`src/rtl/serial_subtractor_pkg.sv`:
```
// Shared definitions for the bit-serial subtractor.
// Holds the FSM state encoding used by the top and by anything that
// observes its state (IDLE=0, SHIFT=1, DONE=2).
package serial_subtractor_pkg;

  typedef enum logic [1:0] {
    ST_IDLE  = 2'd0,
    ST_SHIFT = 2'd1,
    ST_DONE  = 2'd2
  } state_t;

endpackage

```
`src/rtl/serial_subtractor_full_subtractor.sv`:
```
// One-bit combinational full subtractor: d = a - b - bin.
// Ports:
//   a    in  1  minuend bit
//   b    in  1  subtrahend bit
//   bin  in  1  borrow in
//   d    out 1  difference bit
//   bout out 1  borrow out
module full_subtractor (
  input  logic a,
  input  logic b,
  input  logic bin,
  output logic d,
  output logic bout
);

  assign d    = a ^ b ^ bin;
  // Borrow when a=0,b=1, or when a==b and a borrow comes in.
  assign bout = (~a & b) | (~(a ^ b) & bin);

endmodule

```
`src/rtl/serial_subtractor.sv`:
```
// Bit-serial unsigned subtractor: Diff = A - B - Bin, one bit per clock,
// LSB first, using a single full-subtractor cell and a borrow flop.
//
// Handshake: start is accepted on a rising edge where start=1 and ready=1
// (ready is high only in IDLE). Operands are copied on that edge, so A/B/Bin
// may change afterwards. busy is high for WIDTH cycles, then done pulses for
// exactly one cycle with Diff/Bout valid; start seen outside IDLE is ignored.
//
// Ports:
//   clk   in  1      rising-edge clock
//   rst   in  1      synchronous active-high reset
//   start in  1      operation request
//   A     in  WIDTH  minuend
//   B     in  WIDTH  subtrahend
//   Bin   in  1      borrow in
//   ready out 1      idle, able to accept start
//   busy  out 1      shifting
//   done  out 1      one-cycle result pulse
//   Diff  out WIDTH  registered result (A - B - Bin) mod 2^WIDTH
//   Bout  out 1      registered final borrow (A < B + Bin)
module serial_subtractor
  import serial_subtractor_pkg::*;
#(
  parameter int WIDTH = 8
) (
  input  logic             clk,
  input  logic             rst,
  input  logic             start,
  input  logic [WIDTH-1:0] A,
  input  logic [WIDTH-1:0] B,
  input  logic             Bin,
  output logic             ready,
  output logic             busy,
  output logic             done,
  output logic [WIDTH-1:0] Diff,
  output logic             Bout
);

  localparam int CW = $clog2(WIDTH);
  localparam logic [CW-1:0] LAST = CW'(WIDTH - 1);

  state_t           state, state_n;
  logic [WIDTH-1:0] a_sr, b_sr, d_sr;
  logic [CW-1:0]    cnt;
  logic             br;
  logic             fs_d, fs_bout;
  logic             last_bit;

  full_subtractor u_fs (
    .a    (a_sr[0]),
    .b    (b_sr[0]),
    .bin  (br),
    .d    (fs_d),
    .bout (fs_bout)
  );

  assign last_bit = (state == ST_SHIFT) && (cnt == LAST);

  // State register
  always_ff @(posedge clk) begin
    if (rst) state <= ST_IDLE;
    else     state <= state_n;
  end

  // Next state and status outputs
  always_comb begin
    state_n = state;
    ready   = 1'b0;
    busy    = 1'b0;
    done    = 1'b0;
    case (state)
      ST_IDLE: begin
        ready = 1'b1;
        if (start) state_n = ST_SHIFT;
      end
      ST_SHIFT: begin
        busy = 1'b1;
        if (last_bit) state_n = ST_DONE;
      end
      ST_DONE: begin
        done    = 1'b1;
        state_n = ST_IDLE;
      end
      default: state_n = ST_IDLE;
    endcase
  end

  // Datapath: operand/result shift registers, counter, borrow and outputs
  always_ff @(posedge clk) begin
    if (rst) begin
      a_sr <= '0;
      b_sr <= '0;
      d_sr <= '0;
      cnt  <= '0;
      br   <= 1'b0;
      Diff <= '0;
      Bout <= 1'b0;
    end else begin
      case (state)
        ST_IDLE: begin
          if (start) begin
            a_sr <= A;
            b_sr <= B;
            br   <= Bin;
            cnt  <= '0;
          end
        end
        ST_SHIFT: begin
          a_sr <= a_sr >> 1;
          b_sr <= b_sr >> 1;
          br   <= fs_bout;
          // Difference bits enter at the MSB so after WIDTH shifts the
          // first (LSB) bit has reached position 0.
          d_sr <= {fs_d, d_sr[WIDTH-1:1]};
          if (last_bit) begin
            Diff <= {fs_d, d_sr[WIDTH-1:1]};
            Bout <= fs_bout;
          end else begin
            cnt <= cnt + 1'b1;
          end
        end
        default: ;
      endcase
    end
  end

endmodule
```
`config.mk`:
```
export PLATFORM = sky130hd
export DESIGN_NAME = serial_subtractor
export DESIGN_NICKNAME = d
export VERILOG_FILES = /design/src/rtl/serial_subtractor_pkg.sv /design/src/rtl/serial_subtractor_full_subtractor.sv /design/src/rtl/serial_subtractor.sv
export SDC_FILE = /design/constraint.sdc
export NUM_CORES = 1
export LEC_CHECK = 0
export CORE_UTILIZATION = 25
export DETAILED_ROUTE_END_ITERATION = 10
export HOLD_SLACK_MARGIN = 0.03
export REMOVE_ABC_BUFFERS = 1
export SYNTH_ARGS = -nofsm -noshare
export SYNTH_HDL_FRONTEND = slang
export SYNTH_SLANG_ARGS = --single-unit
```
`constraint.sdc`:
```
create_clock -name clk -period 2.85 [get_ports clk]
set_input_delay 0.285 -clock clk [delete_from_list [all_inputs] [get_ports clk]]
set_output_delay 0.285 -clock clk [all_outputs]
set_load 0.1 [all_outputs]
```
==> impl_results.md <==
- Avg WL per Cell: 12.14 um
- Leak: 0.8361 nW
- Compound-gate portion of the synthesized area: 0.2769
- Worst EP required: 2.57 ns
- Clk Latency, worst-skew pair: 0.29 ns
- # rows: 30
- Synthesized cell area: 0.001839 mm^2
- Setup TNS Final: 0 ns
- Slew Limit Fails: 0
- Number of synthesized flops with an enable pin: 0
- Layout cells sized above 1: 0.1907
- Hold crit path type: flip-flop to flip-flop
- CP Capture Type: primary output
- Hold Buf Count CTS: 0
- Asr flop ratio synth: 0
- CTS Buf Count: 5
- CTS tree: yes
- Commonest cells post-synth: dfxtp_1, a21oi_1, nor2_1
- Global-route wire length before repair: 6.748 mm
- Mux share of post-synthesis cell area: 0
- I/O pin count: 32
- IO buf count: 31
- Count leader, synth: dfxtp_1
- Period minus WS final: 1.800 ns
- Final nets: 258
- WL final: 4.030 mm
- CP Class: flip-flop to primary output
- Slowest stage cell, crit path: dfxtp_1
- Vias in the first global route: 1,442
- Netlist cell types: 29
- Initial core utilization: 0.2649
- Vias per inst: 4.569
- Ys Warns: 0
- Postcts setup bufs: 0
- Largest net degree at the start of global routing: 31
- Initial DRC Count: 29
- Top cells by area, synth: dfxtp_1, a21oi_1, a2111oi_2
- Share of the synthesized area in the top cell type: 0.4136
- Largest family of logic cells by synthesized area: compound AO/OA/AOI/OAI gates
- Simple-gate area share of the yosys netlist: 0.1993
- GRT overflow: 0
- Clk buf depth: 2
- CTS clk-pin slew, worst paths: 0.07 ns
- Max FO, Critical Path: 22
- Crit path largest cell delay: 0.39 ns
- Pre-Repair DR Iteration Count: 4
- Worst-case hold slack: 0.4563 ns
- Core area: 0.006944 mm^2
- Die Footprint: 0.007704 mm^2
- Crit path cell chain: nand2b_4, inv_2, buf_4
- Max Cap Violations: 0
- CTS root buf: clkbuf_8
- Least-Margin Pin Slew: 0.7092 ns
- Skew final: 0.006921 ns
- Post-synth top area cell: dfxtp_1
- # diodes: 0
- Setup Viol. Count Final: 0
- Cell Pwr Density: 534.3 mW/mm^2
- Fin crit share: 0.6315
- RSZ-0062 raised after global routing: no
- Post-synthesis adder-cell area fraction: 0.02449
- Die width: 87.78 um
- Synthesized instance count: 209
- Critical path data arrival time: 1.51 ns
- DR vias: 1,517
- Max Fclk: 555.6 MHz
- Status: finished, final reports clean
- Die H: 87.78 um
- R2r setup slk: 1.22 ns
- DR DRC count: 0
- Synth Area in XOR/XNOR: 0
- Dpl cell area: 0.002165 mm^2
- Critical path launch point type: flip-flop
- Fin area: 0.002271 mm^2
- Post-CTS Resized: 0
- #FFs+latches synth: 38
- Ys flop type: dfxtp_1
- Placer congestion estimate: 0.6964
- Area grow syn2layout: 23.47%
- Fin. Hold Viols: 0
- ANT nets after route: 0
- Total clock sinks: 38
- Sequential fraction of the synthesis area: 0.4136
- Worst vdd ir: 0.2493 mV
- Dpl hpwl: 2.601 mm
- H-tree level count: 2
- Syn avg cell area: 8.800 um^2
- Slew HR: 0.5257
- GRT Overall Usage: 0.1140
- Initial antenna violation count: 0
-- cell type report --
class                   instances  area [um^2]
clock buffers                   7        76.32
clock inverters                 1        30.03
fillers                       739         4673
inverters                      10        37.54
multi-input cells             143        920.9
flip-flops and latches         38        760.7
well taps                      96        120.1
repair buffers                 37        325.3
-- worst paths after layout --
kind / to / from / cells after the start
setup / recovery: busy / state[0] / 3
hold / removal: Diff[6] / Diff[6] / 2
setup reg to reg: Diff[4] / cnt[0] / 6
hold reg to reg: Diff[6] / Diff[6] / 2
-- placed cells by master (no fill, tap or decap) --
master / count
a311oi_1: 1
nand2b_4: 2
nor2_1: 26
nand3b_2: 1
clkdlybuf4s50_1: 19
a2111oi_2: 7
nor3_1: 1
a31oi_1: 3
clkbuf_8: 5
a21oi_1: 33
buf_4: 18
ha_1: 2
o21bai_2: 1
clkbuf_1: 2
o22ai_1: 1
fa_1: 1
o221a_1: 7
inv_1: 8
a32oi_1: 2
bufinv_16: 1
inv_2: 2
o22ai_2: 7
nand3_1: 12
dfxtp_1: 38
nor4b_2: 1
a221o_1: 1
nor2b_1: 9
nand2_1: 25
-- kinds of logic after synthesis --
kind of cell	count (synthesis)
compound gates	63
fa+ha+maj	3
buf+inv	28
flops	38
simple gates	77
-- worst max-delay path, delay by kind of cell, from the launching register on --
kind	cells	cell delay, ns
buffers and inverters	2	0.64
AND/OR/NAND/NOR	1	0.19
flip-flops	1	0.39
-- per-stage QoR --
stage               cells  power [W]  worst slack, ns  utilization
CTS                   332   0.001227            1.016       0.3270
finish                332   0.001213            1.050       0.3270
floorplan             191  0.0007029           0.4068            -
detailed placement    324  0.0007788            1.054       0.3117
global placement      324  0.0007750            1.060       0.3117
global route          332   0.001264           0.9423       0.3270
-- layer usage --
layer,routed length (um),global-route usage,vias to the layer above
li1,-,-,784
met1,1907,0.1323,712
met2,1967,0.1931,21
met3,156,0.03582,0
met4,0,0.04918,0
met5,0,0,-
-- report_power, final --
| group | switching, W | total, W | internal [W] |
|---|---|---|---|
| sequential | 0.0000226 | 0.000581 | 0.000559 |
| combinational | 0.000102 | 0.000183 | 0.0000809 |
| clock | 0.000187 | 0.000449 | 0.000262 |
| total | 0.000312 | 0.00121 | 0.000901 |
-- flip-flops by register name, indices dropped and copies added, names as in the netlist --
register and flops:
a_sr 8, b_sr 8, Diff 8, br 1
state 2, Bout 1, d_sr 7, cnt 3
Note: power is estimated with default switching activity, not from simulation.
